===== src/rtl/mult32b.sv =====
// mult32b: two-stage 32x32->64 multiplier.
// Build option: MULT32B_SIGNED_EN selects two's-complement.
module mult32b (
    input  logic        clk,
    input  logic        rst_n,
    input  logic        in_valid,
    input  logic [31:0] a,
    input  logic [31:0] b,
    output logic        out_valid,
    output logic [63:0] prod
);

    logic [31:0] ma;
    logic [31:0] mb;
    logic [31:0] ll_d;
    logic [31:0] lh_d;
    logic [31:0] hl_d;
    logic [31:0] hh_d;

    logic        v1;
    logic [31:0] pp_ll;
    logic [31:0] pp_lh;
    logic [31:0] pp_hl;
    logic [31:0] pp_hh;

    logic [32:0] mid;
    logic [63:0] sum;
    logic [63:0] res;

`ifdef MULT32B_SIGNED_EN
    logic        sgn_d;
    logic        sgn1;

    // Operand magnitudes; -2^31 maps to 2^31 as unsigned.
    always_comb begin
        ma    = a[31] ? (~a + 32'd1) : a;
        mb    = b[31] ? (~b + 32'd1) : b;
        sgn_d = a[31] ^ b[31];
    end
`else
    // Unsigned build multiplies the operands directly.
    always_comb begin
        ma = a;
        mb = b;
    end
`endif

    // Four 16x16 partial products of the magnitudes.
    always_comb begin
        ll_d = {16'd0, ma[15:0]}  * {16'd0, mb[15:0]};
        lh_d = {16'd0, ma[15:0]}  * {16'd0, mb[31:16]};
        hl_d = {16'd0, ma[31:16]} * {16'd0, mb[15:0]};
        hh_d = {16'd0, ma[31:16]} * {16'd0, mb[31:16]};
    end

    // Stage 1: register partial products and valid.
    always_ff @(posedge clk or negedge rst_n) begin
        if (!rst_n) begin
            v1    <= 1'b0;
            pp_ll <= 32'd0;
            pp_lh <= 32'd0;
            pp_hl <= 32'd0;
            pp_hh <= 32'd0;
        end else begin
            v1 <= in_valid;
            if (in_valid) begin
                pp_ll <= ll_d;
                pp_lh <= lh_d;
                pp_hl <= hl_d;
                pp_hh <= hh_d;
            end
        end
    end

`ifdef MULT32B_SIGNED_EN
    // Stage 1: product sign travels with the partials.
    always_ff @(posedge clk or negedge rst_n) begin
        if (!rst_n) begin
            sgn1 <= 1'b0;
        end else if (in_valid) begin
            sgn1 <= sgn_d;
        end
    end
`endif

    // Recombine partials in 64 bits; cross terms carry into bit 48.
    always_comb begin
        mid = {1'b0, pp_lh} + {1'b0, pp_hl};
        sum = {pp_hh, pp_ll} + {15'd0, mid, 16'd0};
`ifdef MULT32B_SIGNED_EN
        res = sgn1 ? (~sum + 64'd1) : sum;
`else
        res = sum;
`endif
    end

    // Stage 2: result only updates on a valid slot.
    always_ff @(posedge clk or negedge rst_n) begin
        if (!rst_n) begin
            out_valid <= 1'b0;
            prod      <= 64'd0;
        end else begin
            out_valid <= v1;
            if (v1) begin
                prod <= res;
            end
        end
    end

endmodule


===== config.mk =====
export PLATFORM = sky130hd
export DESIGN_NAME = mult32b
export DESIGN_NICKNAME = d
export VERILOG_FILES = /design/src/rtl/mult32b.sv
export SDC_FILE = /design/constraint.sdc
export NUM_CORES = 2
export LEC_CHECK = 0
export CELL_PAD_IN_SITES_DETAIL_PLACEMENT = 0
export CELL_PAD_IN_SITES_GLOBAL_PLACEMENT = 1
export CORE_ASPECT_RATIO = 1.1
export CORE_MARGIN = 5
export CORE_UTILIZATION = 51
export CTS_CLUSTER_SIZE = 14
export DETAILED_ROUTE_END_ITERATION = 6
export PLACE_DENSITY_LB_ADDON = 0.1
export SLEW_MARGIN = 10
export SYNTH_ARGS = -nofsm -noshare
export SYNTH_HDL_FRONTEND = slang
export SYNTH_SLANG_ARGS = --single-unit

===== constraint.sdc =====
create_clock -name clk -period 5.8 [get_ports clk]
set_input_delay 0.58 -clock clk [delete_from_list [all_inputs] [get_ports clk]]
set_output_delay 0.58 -clock clk [all_outputs]
set_load 0.01 [all_outputs]

* Yosys cells after proc, flatten, opt, wreduce, memory -nomap -nowiden *
Index checks and enable logic that the tools add are counted.
Widths: inputs -> output; s select.

cells by class
  $add $sub $neg = 2
  $mul = 4

operators with widths
  kind            number
  $mul 16x16->32  4
  $add 64x49->64  1
  $add 32x32->33  1

storage, ports and cells
  register bits = 194
  input bits = 67
  word-level logic and storage cells = 13

* Logic depth before layout (Yosys ltp) *
  depth in word-level cells = 2
  depth in mapped cells = 23

* Least setup slack after synthesis *
OpenSTA, ideal clock, no wires.

  path kind = input to register
  from = input port b[17]
  to = register pp_lh[30]
  data arrival time = 6.014 ns
  required time = 5.675 ns
  setup slack = -0.339 ns
  stages on the path = 20
  cells stage by stage = clkbuf_1 nand2_1 fa_1 fa_1 inv_1 fa_1 fa_1 fa_1 inv_1 fa_1 inv_1 ha_1 a211o_1 a31o_2 a221o_1 a31oi_4 o21ai_1 a31oi_1 xnor2_1 mux2_2

on the way
  cells in the longest elaborated chain, start to end = 1

ends and longest elaborated chain
  what                  line  RTL
  from (decl)           8     input logic [31:0] b,
  $mul 16x16->32        51    lh_d = {16'd0, ma[15:0]} * {16'd0, mb[31:16]};
  to (signal assigned)  68    pp_lh <= lh_d;
  to (decl)             22    logic [31:0] pp_lh;

No other way between the ends.
A chain may end at the register's enable or synchronous reset.

* Worst setup path after layout *
  from = input port a[6]
  to = register pp_ll[23]

on the way
  cells in the longest elaborated chain, start to end = 1

ends and longest elaborated chain
  what                  line  RTL
  from (decl)           7     input logic [31:0] a,
  $mul 16x16->32        50    ll_d = {16'd0, ma[15:0]} * {16'd0, mb[15:0]};
  to (signal assigned)  67    pp_ll <= ll_d;
  to (decl)             21    logic [31:0] pp_ll;

No other way between the ends.

==> impl_metrics.ini <==
[floorplan]
die_area_sq_um = 94400
rows = 114
die_w_um = 293
die_y_um = 322
start_util_pct = 51.3
ios = 132
core_sq_um = 87900

[logic_synthesis]
synth_fp_nets = 6361
synthArstFlopShare_pct = 100
synth_flop_cell = dfrtp_1
yosysSeqAreaShare_pct = 10.8
ys_ff_latch = 194
syn_area_sq_um = 45100
yosys_warnings = 0
synth_edf_count = 0
ys_types = 83
avgSynthCellArea_sq_um = 8.95
synth_cells = 5035

[critical_path]
cp.arrival_ns = 6.21
r2r_start = pp_lh[0]
end_kind = flop
slowest_stage = fa_1
critPathBufInv = 8
endpoint = pp_ll[23]
reg2reg_to = prod[61]
crit_family = adder cells
cpMostUsedCell = fa_1
worstSetupPathDepth = 22
ff2ff_path_depth = 20
reg2reg_slack_ns = 0.55
slowest_delay_ns = 0.59
crit_type = in -> reg
cp-startpoint = a[6]
critPathLaunchType = primary input
critPathMaxFanout = 6
cp.required_ns = 6.18
crit_chain = buf_8, buf_8, buf_12, buf_12, buf_6, and2_4, fa_1, fa_1, fa_1, fa_1, fa_1, inv_1, fa_1, inv_2, ha_4, buf_4, and3_1, a221o_1, a31oi_2, o21bai_1, xor2_1, mux2_4

[sta]
fin_crit_ns = 5.83
max_freq_mhz = 172
rsz0062_at_grt = yes
finClkSkew_ns = 0.0357
relSlewSlack_pct = 26.3
hold_viol = 0
setup_viol = 1
finalMaxSlewViolations = 0
fin_ws_ns = -0.0287
period_share_pct = 100
worst_slew_pin_slew_ns = 1.11

[placement]
gp_congestion = 0.939
placed_area_sq_um = 52300
dp_hpwl_mm = 110
numPortBuffers = 131

[grt]
grt.total_usage_pct = 31.0
grt_pass1_vias = 39600
grt_max_degree = 106
antenna_found_initial = 9
grt_pass1_wl_mm = 227
gr-total-overflow = 0

[drt]
wl_mm = 148
wl_per_cell_um = 21.6
drt_iter0_markers = 2261
vias = 37300
viasPerCell = 5.45
drtAntennaViolNets = 0
drtPass1Iterations = 5
drcViolationCount = 0

[clock_tree]
clkSinkCount = 194
cts_tree = done
clkLatencyLatePin_ns = 0.52
cts_buffer_depth = 2
h-tree-depth = 4
cts_root_buf = clkbuf_16
cts_buffers = 17
clk_pin_slew_ns = 0.08

[job]
maxCapViolations = 0

[final_layout]
final_area_sq_um = 56600
drive_gt1_share_pct = 23.1
fillers = 7510
area_delta_synth_final_pct = 25.5
layout_common_cells = 891 x inv_1, 723 x fa_1, 652 x nand2_1
layout_commonest_cell = inv_1
final_nets = 6996

[outcome]
violations = setup timing
status = complete, but fails checks

[hold_path]
hold_path_class = in -> async
[worst register-to-register path: stages (launching register included)]
cell	delay [ns]
dfrtp_1	0.43
ha_1	0.28
fa_1	0.46
a211oi_1	0.23
o21ai_0	0.20
o21ai_0	0.23
o21bai_1	0.19
a31o_2	0.30
a211oi_1	0.23
o21bai_1	0.10
xor2_1	0.15
ha_1	0.43
nand4_1	0.18
a211o_1	0.31
o211ai_1	0.12
a211oi_2	0.12
o31ai_2	0.32
a21oi_2	0.13
buf_4	0.19
or4_1	0.40
a31oi_1	0.18
[cell usage after synthesis, types with 9 or more instances]
master	n	share of area, %
nor2b_1	16	0.22
clkbuf_1	246	2.0
a211o_1	10	0.19
o21bai_1	27	0.45
and2_1	494	6.9
a21oi_1	197	2.2
o21a_1	19	0.32
dfrtp_1	194	11
mux2_2	133	3.3
ha_1	481	13
a21o_1	80	1.3
nand4_1	30	0.42
inv_1	948	7.9
o21ai_0	105	1.2
xnor2_1	114	2.2
nor3_1	27	0.30
and3_1	24	0.33
o31ai_1	13	0.22
a211oi_1	20	0.33
xor2_1	47	0.91
nand3_1	55	0.61
nand2b_1	14	0.19
nor2_1	106	0.88
nand2_1	674	5.6
fa_1	778	35
or4_1	9	0.15
o211ai_1	13	0.22
a31oi_1	27	0.37
[routing by layer]
layer	track usage (%)	share of wire, %
met1	39.4	40
met2	53.6	48
met3	4.43	6.5
met4	12.4	5.2
met5	0	0.031
[layout make-up]
class                           instances  area, sq um  share of cell area, %
Tap cell                             1160         1450                   2.57
Sequential cell                       194         4860                   8.59
Inverter                              949         3560                   6.30
Clock buffer                           18          429                  0.759
Multi-Input combinational cell       3637        37200                   65.7
Timing Repair Buffer                  871         8880                   15.7
Clock inverter                         14          186                  0.330
Antenna cell                            4         10.0                 0.0177
[sequential cells by signal (all words and copies together), names as in the netlist]
register   count
pp_lh         32
pp_ll         32
v1             1
pp_hh         32
pp_hl         32
prod          64
out_valid      1
[stage by stage]
stage	hold slack (ns)	TNS, ns	util, %	setup slack, ns	instances
floorplan	0.284	-0.312	-	-0.111	5035
finish	0.123	-0.0287	64.4	-0.0287	6847
detailed placement	0.480	-63.62	59.5	-1.06	6642
global placement	0.477	-59.26	59.5	-0.963	6642
CTS	0.138	-0.101	62.6	-0.0653	6787
global route	0.184	-1.71	64.4	-0.136	6844
[worst min-delay path by stage]
stage	to	slack (ns)	cells after the start
after floorplan	out_valid	0.28	0
after global placement	prod[35]	0.48	2
after detailed placement	prod[40]	0.48	2
after CTS	prod[60]	0.14	1
after global routing	prod[60]	0.18	1
final	prod[60]	0.12	1
[cell families after synthesis]
logic type,share of synthesized area (%)
mux,3.39
simple gates,16.1
xor+xnor,3.13
compound gates,8.68
fa+ha+maj,47.9
flops,10.8
buf+inv,10.0
[repair_timing]
item | in CTS | in global routing
hold buffers | 0 | 0
gates resized for setup | 380 | 394
endpoints found under the hold margin | 0 | 0
gates cloned | 30 | 10
setup endpoints to repair | 69 | 63
pin swaps | 119 | 229
setup buffers | 85 | 56
Power is left out: the tool's default activity adds up to more than one toggle a clock period on the data nets, which glitch-free logic cannot reach.
